## config.mk

```make
export PLATFORM = sky130hd
export DESIGN_NAME = alu_sequencer_flat
export DESIGN_NICKNAME = d
export VERILOG_FILES = /design/src/rtl/alu_sequencer_pkg.sv /design/src/rtl/alu_sequencer_if.sv /design/src/rtl/alu_sequencer_decode.sv /design/src/rtl/alu_sequencer.sv /design/src/flat_wrapper.sv
export SDC_FILE = /design/constraint.sdc
export NUM_CORES = 1
export LEC_CHECK = 0
export ABC_CLOCK_PERIOD_IN_PS = 5100
export CAP_MARGIN = 20
export CORE_ASPECT_RATIO = 0.6
export CORE_MARGIN = 2
export CORE_UTILIZATION = 40
export CTS_CLUSTER_SIZE = 12
export DETAILED_ROUTE_END_ITERATION = 10
export PLACE_DENSITY = 0.66
export SYNTH_ARGS = -nofsm -noshare
export SYNTH_HDL_FRONTEND = slang
export SYNTH_HIERARCHICAL = 1
export SYNTH_SLANG_ARGS = --single-unit
```

## constraint.sdc

```tcl
create_clock -name clk -period 5.1 [get_ports clk]
set_clock_uncertainty 0.2 [all_clocks]
set_input_delay 0.51 -clock clk [delete_from_list [all_inputs] [get_ports clk]]
set_output_delay 0.51 -clock clk [all_outputs]
set_load 0.01 [all_outputs]
```

## src/rtl/alu_sequencer_pkg.sv

```systemverilog
// Shared types and constants for the ALU sequencer: op codes, FSM states,
// flag bit positions, enable indices and the decoder result record.
package alu_seq_pkg;

    typedef enum logic [3:0] {
        ADC = 4'd0, SBC = 4'd1, AND = 4'd2, EOR = 4'd3, ORA = 4'd4, ASL = 4'd5,
        LSR = 4'd6, ROL = 4'd7, ROR = 4'd8, CMP = 4'd9, INC = 4'd10, DEC = 4'd11
    } alu_op_t;

    typedef enum logic [1:0] {IDLE, EXEC1, EXEC2, DONE} seq_state_t;

    localparam int FLAG_N = 3;
    localparam int FLAG_V = 2;
    localparam int FLAG_Z = 1;
    localparam int FLAG_C = 0;

    localparam logic [3:0] MASK_NVZC = 4'b1111;
    localparam logic [3:0] MASK_NZC  = 4'b1011;
    localparam logic [3:0] MASK_NZ   = 4'b1010;

    localparam int EN_W   = 9;
    localparam int EN_SUM = 0;
    localparam int EN_AND = 1;
    localparam int EN_EOR = 2;
    localparam int EN_OR  = 3;
    localparam int EN_ASL = 4;
    localparam int EN_LSR = 5;
    localparam int EN_INV = 6;
    localparam int EN_ROL = 7;
    localparam int EN_ROR = 8;

    typedef enum logic [1:0] {A_SEL_ZERO, A_SEL_A, A_SEL_B} a_sel_t;
    typedef enum logic [2:0] {B_SEL_ZERO, B_SEL_B, B_SEL_TMP, B_SEL_ONE, B_SEL_FF} b_sel_t;
    typedef enum logic [1:0] {C_SEL_ZERO, C_SEL_CIN, C_SEL_ONE} c_sel_t;

    typedef struct packed {
        logic [EN_W-1:0] en;
        a_sel_t          a_sel;
        b_sel_t          b_sel;
        c_sel_t          c_sel;
        logic [3:0]      mask;
        logic            wr;
        logic            two_pass;
        logic            illegal;
    } decode_t;

endpackage

```

## src/rtl/alu_sequencer_if.sv

```systemverilog
// Request/response handshake plus the ALU control and result bus.
// The slave side is the sequencer; the master side is the CPU control path
// together with the ALU datapath.
interface alu_sequencer_if;
    logic       req_valid;
    logic       req_ready;
    logic [3:0] req_op;
    logic [7:0] req_a;
    logic [7:0] req_b;
    logic       req_cin;
    logic       SUM_en, AND_en, EOR_en, OR_en, ASL_en, LSR_en, INV_en, ROL_en, ROR_en;
    logic [7:0] Ain;
    logic [7:0] Bin;
    logic       Cin;
    logic [7:0] RES;
    logic       Cout;
    logic       OVFout;
    logic       rsp_valid;
    logic       rsp_ready;
    logic [7:0] rsp_res;
    logic       rsp_wr;
    logic [3:0] rsp_flags;
    logic [3:0] rsp_mask;
    logic       rsp_err;

    modport slave (
        input  req_valid, req_op, req_a, req_b, req_cin, RES, Cout, OVFout, rsp_ready,
        output req_ready, SUM_en, AND_en, EOR_en, OR_en, ASL_en, LSR_en, INV_en, ROL_en, ROR_en,
        output Ain, Bin, Cin, rsp_valid, rsp_res, rsp_wr, rsp_flags, rsp_mask, rsp_err
    );

    modport master (
        output req_valid, req_op, req_a, req_b, req_cin, RES, Cout, OVFout, rsp_ready,
        input  req_ready, SUM_en, AND_en, EOR_en, OR_en, ASL_en, LSR_en, INV_en, ROL_en, ROR_en,
        input  Ain, Bin, Cin, rsp_valid, rsp_res, rsp_wr, rsp_flags, rsp_mask, rsp_err
    );
endinterface

```

## src/rtl/alu_sequencer_decode.sv

```systemverilog
// Pure combinational op decoder: given an op code and the pass number it
// picks the single ALU enable, where Ain/Bin/Cin come from, which flags the
// op updates and whether the result is written back.
module alu_seq_decode
    import alu_seq_pkg::*;
(
    input  logic [3:0] op,
    input  logic       pass,
    output decode_t    dec
);

    // Translate (op, pass) into ALU control and response attributes
    always_comb begin
        dec.en       = '0;
        dec.a_sel    = A_SEL_ZERO;
        dec.b_sel    = B_SEL_ZERO;
        dec.c_sel    = C_SEL_ZERO;
        dec.mask     = 4'b0000;
        dec.wr       = 1'b0;
        dec.two_pass = 1'b0;
        dec.illegal  = 1'b0;
        case (op)
            ADC: begin
                dec.en[EN_SUM] = 1'b1;
                dec.a_sel      = A_SEL_A;
                dec.b_sel      = B_SEL_B;
                dec.c_sel      = C_SEL_CIN;
                dec.mask       = MASK_NVZC;
                dec.wr         = 1'b1;
            end
            SBC, CMP: begin
                dec.two_pass = 1'b1;
                if (!pass) begin
                    dec.en[EN_INV] = 1'b1;
                    dec.a_sel      = A_SEL_B;
                end else begin
                    dec.en[EN_SUM] = 1'b1;
                    dec.a_sel      = A_SEL_A;
                    dec.b_sel      = B_SEL_TMP;
                    if (op == CMP) dec.c_sel = C_SEL_ONE;
                    else           dec.c_sel = C_SEL_CIN;
                end
                dec.mask = (op == CMP) ? MASK_NZC : MASK_NVZC;
                dec.wr   = (op != CMP);
            end
            AND, EOR, ORA: begin
                if (op == AND)      dec.en[EN_AND] = 1'b1;
                else if (op == EOR) dec.en[EN_EOR] = 1'b1;
                else                dec.en[EN_OR]  = 1'b1;
                dec.a_sel = A_SEL_A;
                dec.b_sel = B_SEL_B;
                dec.mask  = MASK_NZ;
                dec.wr    = 1'b1;
            end
            ASL, LSR, ROL, ROR: begin
                if (op == ASL)      dec.en[EN_ASL] = 1'b1;
                else if (op == LSR) dec.en[EN_LSR] = 1'b1;
                else if (op == ROL) dec.en[EN_ROL] = 1'b1;
                else                dec.en[EN_ROR] = 1'b1;
                dec.a_sel = A_SEL_A;
                dec.c_sel = C_SEL_CIN;
                dec.mask  = MASK_NZC;
                dec.wr    = 1'b1;
            end
            INC, DEC: begin
                dec.en[EN_SUM] = 1'b1;
                dec.a_sel      = A_SEL_A;
                dec.b_sel      = (op == INC) ? B_SEL_ONE : B_SEL_FF;
                dec.mask       = MASK_NZ;
                dec.wr         = 1'b1;
            end
            default: dec.illegal = 1'b1;
        endcase
    end

endmodule

```

## src/rtl/alu_sequencer.sv

```systemverilog
// ALU sequencer top: accepts one request at a time, drives the ALU for one
// or two passes, captures result and flags, and holds the response until the
// consumer takes it.
module alu_sequencer
    import alu_seq_pkg::*;
#(
    parameter bit ILLEGAL_ERR = 1'b1
) (
    input logic      clk,
    input logic      rst,
    alu_sequencer_if.slave bus
);

    seq_state_t      state;
    logic [3:0]      op_q;
    logic [7:0]      a_q, b_q;
    logic            cin_q;
    logic [EN_W-1:0] en_q;
    logic [7:0]      ain_q, bin_q;
    logic            cin_out_q;
    logic            req_ready_q, rsp_valid_q, rsp_wr_q, rsp_err_q;
    logic [7:0]      rsp_res_q;
    logic [3:0]      rsp_flags_q, rsp_mask_q;

    logic [3:0]      dec_op;
    logic            dec_pass;
    decode_t         dec;
    logic [7:0]      opnd_a, opnd_b;
    logic            opnd_cin;
    logic [7:0]      ain_nxt, bin_nxt;
    logic            cin_nxt;
    logic [3:0]      flags_raw;

    // While idle, decode the incoming request; afterwards the latched op's next pass
    always_comb begin
        dec_op   = op_q;
        opnd_a   = a_q;
        opnd_b   = b_q;
        opnd_cin = cin_q;
        dec_pass = (state != IDLE);
        if (state == IDLE) begin
            dec_op   = bus.req_op;
            opnd_a   = bus.req_a;
            opnd_b   = bus.req_b;
            opnd_cin = bus.req_cin;
        end
    end

    alu_seq_decode u_decode (
        .op   (dec_op),
        .pass (dec_pass),
        .dec  (dec)
    );

    // Steer the decoded operand sources onto the next-cycle ALU inputs
    always_comb begin
        ain_nxt = 8'h00;
        bin_nxt = 8'h00;
        cin_nxt = 1'b0;
        case (dec.a_sel)
            A_SEL_A: ain_nxt = opnd_a;
            A_SEL_B: ain_nxt = opnd_b;
            default: ain_nxt = 8'h00;
        endcase
        case (dec.b_sel)
            B_SEL_B:   bin_nxt = opnd_b;
            B_SEL_TMP: bin_nxt = bus.RES;
            B_SEL_ONE: bin_nxt = 8'h01;
            B_SEL_FF:  bin_nxt = 8'hFF;
            default:   bin_nxt = 8'h00;
        endcase
        case (dec.c_sel)
            C_SEL_CIN: cin_nxt = opnd_cin;
            C_SEL_ONE: cin_nxt = 1'b1;
            default:   cin_nxt = 1'b0;
        endcase
    end

    // N/V/Z/C as produced by the pass currently executing on the ALU
    always_comb begin
        flags_raw         = 4'b0000;
        flags_raw[FLAG_N] = bus.RES[7];
        flags_raw[FLAG_V] = bus.OVFout;
        flags_raw[FLAG_Z] = (bus.RES == 8'h00);
        flags_raw[FLAG_C] = bus.Cout;
    end

    // Sequencer FSM with all outputs registered
    always_ff @(posedge clk) begin
        if (rst) begin
            state       <= IDLE;
            op_q        <= 4'h0;
            a_q         <= 8'h00;
            b_q         <= 8'h00;
            cin_q       <= 1'b0;
            en_q        <= '0;
            ain_q       <= 8'h00;
            bin_q       <= 8'h00;
            cin_out_q   <= 1'b0;
            req_ready_q <= 1'b1;
            rsp_valid_q <= 1'b0;
            rsp_res_q   <= 8'h00;
            rsp_flags_q <= 4'h0;
            rsp_mask_q  <= 4'h0;
            rsp_wr_q    <= 1'b0;
            rsp_err_q   <= 1'b0;
        end else begin
            case (state)
                IDLE: begin
                    if (bus.req_valid && req_ready_q) begin
                        op_q        <= bus.req_op;
                        a_q         <= bus.req_a;
                        b_q         <= bus.req_b;
                        cin_q       <= bus.req_cin;
                        req_ready_q <= 1'b0;
                        if (dec.illegal) begin
                            state       <= DONE;
                            rsp_valid_q <= 1'b1;
                            rsp_res_q   <= bus.req_a;
                            rsp_flags_q <= 4'h0;
                            rsp_mask_q  <= 4'h0;
                            rsp_wr_q    <= 1'b0;
                            rsp_err_q   <= ILLEGAL_ERR;
                        end else begin
                            state     <= EXEC1;
                            en_q      <= dec.en;
                            ain_q     <= ain_nxt;
                            bin_q     <= bin_nxt;
                            cin_out_q <= cin_nxt;
                        end
                    end
                end
                EXEC1, EXEC2: begin
                    if (state == EXEC1 && dec.two_pass) begin
                        state     <= EXEC2;
                        en_q      <= dec.en;
                        ain_q     <= ain_nxt;
                        bin_q     <= bin_nxt;
                        cin_out_q <= cin_nxt;
                    end else begin
                        state       <= DONE;
                        en_q        <= '0;
                        ain_q       <= 8'h00;
                        bin_q       <= 8'h00;
                        cin_out_q   <= 1'b0;
                        rsp_valid_q <= 1'b1;
                        rsp_res_q   <= bus.RES;
                        rsp_flags_q <= flags_raw & dec.mask;
                        rsp_mask_q  <= dec.mask;
                        rsp_wr_q    <= dec.wr;
                        rsp_err_q   <= 1'b0;
                    end
                end
                DONE: begin
                    if (bus.rsp_ready) begin
                        state       <= IDLE;
                        req_ready_q <= 1'b1;
                        rsp_valid_q <= 1'b0;
                        rsp_res_q   <= 8'h00;
                        rsp_flags_q <= 4'h0;
                        rsp_mask_q  <= 4'h0;
                        rsp_wr_q    <= 1'b0;
                        rsp_err_q   <= 1'b0;
                    end
                end
                default: state <= IDLE;
            endcase
        end
    end

    assign bus.req_ready = req_ready_q;
    assign bus.SUM_en    = en_q[EN_SUM];
    assign bus.AND_en    = en_q[EN_AND];
    assign bus.EOR_en    = en_q[EN_EOR];
    assign bus.OR_en     = en_q[EN_OR];
    assign bus.ASL_en    = en_q[EN_ASL];
    assign bus.LSR_en    = en_q[EN_LSR];
    assign bus.INV_en    = en_q[EN_INV];
    assign bus.ROL_en    = en_q[EN_ROL];
    assign bus.ROR_en    = en_q[EN_ROR];
    assign bus.Ain       = ain_q;
    assign bus.Bin       = bin_q;
    assign bus.Cin       = cin_out_q;
    assign bus.rsp_valid = rsp_valid_q;
    assign bus.rsp_res   = rsp_res_q;
    assign bus.rsp_wr    = rsp_wr_q;
    assign bus.rsp_flags = rsp_flags_q;
    assign bus.rsp_mask  = rsp_mask_q;
    assign bus.rsp_err   = rsp_err_q;

endmodule

```

## src/flat_wrapper.sv

```systemverilog
// flat-port wrapper written by rule: the top's interface ports become plain ports
module alu_sequencer_flat import alu_seq_pkg::*;
#(
    parameter bit ILLEGAL_ERR = 1'b1
)
  (clk, rst, bus_req_valid, bus_req_op, bus_req_a, bus_req_b, bus_req_cin, bus_RES, bus_Cout, bus_OVFout, bus_rsp_ready, bus_req_ready, bus_SUM_en, bus_AND_en, bus_EOR_en, bus_OR_en, bus_ASL_en, bus_LSR_en, bus_INV_en, bus_ROL_en, bus_ROR_en, bus_Ain, bus_Bin, bus_Cin, bus_rsp_valid, bus_rsp_res, bus_rsp_wr, bus_rsp_flags, bus_rsp_mask, bus_rsp_err);
  alu_sequencer_if bus_i ();
  input logic clk;
  input logic rst;
  input wire logic [$bits(bus_i.req_valid)-1:0] bus_req_valid;
  input wire logic [$bits(bus_i.req_op)-1:0] bus_req_op;
  input wire logic [$bits(bus_i.req_a)-1:0] bus_req_a;
  input wire logic [$bits(bus_i.req_b)-1:0] bus_req_b;
  input wire logic [$bits(bus_i.req_cin)-1:0] bus_req_cin;
  input wire logic [$bits(bus_i.RES)-1:0] bus_RES;
  input wire logic [$bits(bus_i.Cout)-1:0] bus_Cout;
  input wire logic [$bits(bus_i.OVFout)-1:0] bus_OVFout;
  input wire logic [$bits(bus_i.rsp_ready)-1:0] bus_rsp_ready;
  output wire logic [$bits(bus_i.req_ready)-1:0] bus_req_ready;
  output wire logic [$bits(bus_i.SUM_en)-1:0] bus_SUM_en;
  output wire logic [$bits(bus_i.AND_en)-1:0] bus_AND_en;
  output wire logic [$bits(bus_i.EOR_en)-1:0] bus_EOR_en;
  output wire logic [$bits(bus_i.OR_en)-1:0] bus_OR_en;
  output wire logic [$bits(bus_i.ASL_en)-1:0] bus_ASL_en;
  output wire logic [$bits(bus_i.LSR_en)-1:0] bus_LSR_en;
  output wire logic [$bits(bus_i.INV_en)-1:0] bus_INV_en;
  output wire logic [$bits(bus_i.ROL_en)-1:0] bus_ROL_en;
  output wire logic [$bits(bus_i.ROR_en)-1:0] bus_ROR_en;
  output wire logic [$bits(bus_i.Ain)-1:0] bus_Ain;
  output wire logic [$bits(bus_i.Bin)-1:0] bus_Bin;
  output wire logic [$bits(bus_i.Cin)-1:0] bus_Cin;
  output wire logic [$bits(bus_i.rsp_valid)-1:0] bus_rsp_valid;
  output wire logic [$bits(bus_i.rsp_res)-1:0] bus_rsp_res;
  output wire logic [$bits(bus_i.rsp_wr)-1:0] bus_rsp_wr;
  output wire logic [$bits(bus_i.rsp_flags)-1:0] bus_rsp_flags;
  output wire logic [$bits(bus_i.rsp_mask)-1:0] bus_rsp_mask;
  output wire logic [$bits(bus_i.rsp_err)-1:0] bus_rsp_err;
  assign bus_i.req_valid = bus_req_valid;
  assign bus_i.req_op = bus_req_op;
  assign bus_i.req_a = bus_req_a;
  assign bus_i.req_b = bus_req_b;
  assign bus_i.req_cin = bus_req_cin;
  assign bus_i.RES = bus_RES;
  assign bus_i.Cout = bus_Cout;
  assign bus_i.OVFout = bus_OVFout;
  assign bus_i.rsp_ready = bus_rsp_ready;
  assign bus_req_ready = bus_i.req_ready;
  assign bus_SUM_en = bus_i.SUM_en;
  assign bus_AND_en = bus_i.AND_en;
  assign bus_EOR_en = bus_i.EOR_en;
  assign bus_OR_en = bus_i.OR_en;
  assign bus_ASL_en = bus_i.ASL_en;
  assign bus_LSR_en = bus_i.LSR_en;
  assign bus_INV_en = bus_i.INV_en;
  assign bus_ROL_en = bus_i.ROL_en;
  assign bus_ROR_en = bus_i.ROR_en;
  assign bus_Ain = bus_i.Ain;
  assign bus_Bin = bus_i.Bin;
  assign bus_Cin = bus_i.Cin;
  assign bus_rsp_valid = bus_i.rsp_valid;
  assign bus_rsp_res = bus_i.rsp_res;
  assign bus_rsp_wr = bus_i.rsp_wr;
  assign bus_rsp_flags = bus_i.rsp_flags;
  assign bus_rsp_mask = bus_i.rsp_mask;
  assign bus_rsp_err = bus_i.rsp_err;
  alu_sequencer #(.ILLEGAL_ERR(ILLEGAL_ERR)) u_core (.clk(clk), .rst(rst), .bus(bus_i));
endmodule
```

==> flow_summary.toml <==
[outcome]
status = "finished, final reports clean"

[timing]
fmax_mhz = 302
timing.final.crit_share = 0.650
finalCriticalPeriod_ns = 3.31
final-hold-violation-count = 0
worst_pin_slew_ns = 1.05
grt_setup_unrepaired = "no"
timing_max_transition_violations_final = 0
timing.slew.headroom = 0.297
final-setup-viol-count = 0
setup-tns-final_ns = 0

[yosys]
postSynthRegisterBits = 69
netlist_top_cells_area = "dfxtp_1 39%, a21oi_1 8.0%, nand2_1 7.4%, mux2_2 6.7%, o2bb2ai_1 3.7%"
synth_commonest_cells = "69 x dfxtp_1, 69 x nand2_1, 56 x a21oi_1, 23 x nor2_1, 21 x mux2_2"
synth_nets = 454
yosys.area.top_type_share = 0.394
synth-async-reset-ratio = 0
synth_enable_flop_cells = 0
syn_inst = 412
synth.yosys.seq_area_share = 0.394
synth_largest_area_cell = "dfxtp_1"
synth_cell_types = 50
syn-mean-instance-area_um2 = 8.51
postSynth.topFlopCell = "dfxtp_1"
ys_warn_count = 6
syn-cell-area_um2 = 3500

[finish]
drive_gt1_frac = 0.113
layout_stage_area_growth_over_the_synthesis_result_pct = 30.5
num-nets-final = 514
post-route-cell-area_um2 = 4570
final_core_util = 0.537
num_antenna_cells = 0

[global_route]
number_of_global_route_vias_before_repair = 3029
overflow = 0
initial_antenna_violation_count = 0
grt_max_degree = 59
grt_pass1_wl_um = 16000
grt_usage = 0.208

[cts]
number_of_sinks_handled_by_clock_tree_synthesis = 69
clock_path_buffers = 2
root_buffer = "clkbuf_16"
clock_latency_on_the_worst_skew_pair_ns = 0.33
post-cts-setup-buffers = 0
cts_tree = "built"
hold_buffers = 0
path_clk_slew_ns = 0.06
cts_inserted_buffers = 9
cts_resized = 0
ctsHtreeMaxLevel = 3

[critical_path]
startpoint_type = "flop"
crit_type = "reg -> reg"
timing.critical_path.to_type = "flop"
worst_path_arrival_ns = 3.29
path_max_fanout = 18
worst_ep_required_time_ns = 5.08

[detailed_routing]
routed.top_layer = "met4"
vias = 3168
drt-wirelength-per-cell_um = 16.8
wl_met1_um = 5420
drt.antenna.violating_nets = 0
detail_route.iter0.violations = 295
post_detailed_route_via_to_cell_ratio = 5.38
met3RoutedLength_um = 764
met2_wirelength_um = 3650
drcViolationCount = 0
routed_wl_um = 9870
detail_route.first_pass.iterations = 4

[floorplanning]
die_y_um = 76.5
dieWidth_um = 125
row_count = 26
design.portCount = 81
floorplan.die_area_um2 = 9550
floorplan.initialDensity = 0.411
coreArea_um2 = 8520

[place]
gpl.final_weighted_congestion = 0.820
dp.final_hpwl_um = 6900
dpl_cell_area_um2 = 4270
io_buffer_count = 80

[min_path]
worst_hold_path_type = "reg -> reg"

[power]
p_per_area_nw_per_um2 = 600
peakVddDrop_mv = 0.281
power.static_leakage_nw = 1.63

[run]
cap_viol_max_count = 0
==> cell usage in the layout, fill, tap and decap left out, types with 7 or more instances in the layout <==
master,Yosys,final
clkdlybuf4s50_1,0,79
ha_1,7,7
nand2_1,69,69
nor2b_1,8,8
inv_1,11,11
o2bb2ai_1,15,15
nor3_1,14,14
nand3b_1,11,11
a21oi_1,56,56
a22oi_1,8,8
mux2_2,21,21
clkbuf_16,0,9
nor2_1,23,23
nand3_1,8,8
a221oi_1,8,8
a2bb2oi_1,7,7
dfxtp_1,69,69
==> metrics by stage <==
| stage | setup slack, ns | total power [mW] | hold slack [ns] | std cells |
|---|---|---|---|---|
| after floorplan | 1.71 | 1.72 | 0.234 | 412 |
| after global placement | 1.71 | 2.08 | 0.239 | 573 |
| after detailed placement | 1.61 | 2.11 | 0.244 | 573 |
| after CTS | 1.80 | 2.74 | 0.252 | 589 |
| after global routing | 1.44 | 2.91 | 0.264 | 589 |
| final | 1.79 | 2.74 | 0.251 | 589 |
==> flip-flops by register name (all words and copies together), names as in the netlist, 2 cells and up <==
name,count
u_core/a_q,8
u_core/b_q,8
u_core/bus.Ain,8
u_core/bus.Bin,8
u_core/bus.rsp_flags,4
u_core/bus.rsp_mask,4
u_core/bus.rsp_res,8
u_core/en_q,9
u_core/op_q,4
u_core/state,2
==> critical path: stages, from the launching register on <==
cell	delay (ns)
dfxtp_1	0.39
inv_1	0.06
ha_1	0.28
mux2_2	0.44
nand2b_4	0.22
nor2_1	0.08
and3_1	0.25
or4_1	0.81
a221oi_1	0.37
nor3_1	0.07
==> final timing paths <==
| path | start | to | slack (ns) | cells after the start |
|---|---|---|---|---|
| worst min register to register | u_core/b_q[4] | u_core/b_q[4] | 0.25 | 2 |
| worst max register to register | u_core/state[0] | u_core/bus.rsp_res[1] | 1.79 | 9 |
| worst min-delay path | u_core/b_q[4] | u_core/b_q[4] | 0.25 | 2 |
| worst max-delay path | u_core/state[0] | u_core/bus.rsp_res[1] | 1.79 | 9 |
==> cell type report <==
class                      instances  area, um^2
fill                             801        3950
multi-input combinational        299        1900
sequential                        69        1380
timing repair buffer              82         811
clock buffer                       9         225
tap                              112         140
clock inverter                     7        75.1
inverter                          11        41.3
==> where the power goes <==
part | total, mW | switching [mW] | internal (mW)
logic | 1.38 | 0.801 | 0.576
clock network | 0.625 | 0.245 | 0.380
registers | 0.739 | 0.0759 | 0.663
total | 2.74 | 1.12 | 1.62
==> logic make-up after synthesis <==
family,synth area share
xor gates and xnor gates,0.00250
buffers and inverters,0.0639
muxes,0.0703
and+or+nand+nor,0.234
DFF,0.394
AOI/OAI and AO/OA,0.210
adders and majority gates,0.0250
==> metal layers <==
layer,up-vias,global-route usage
met5,-,0
met4,0,0.0522
met3,4,0.0583
met2,121,0.266
met1,1463,0.332
li1,1580,-
Note: power is estimated with default switching activity, not from simulation.
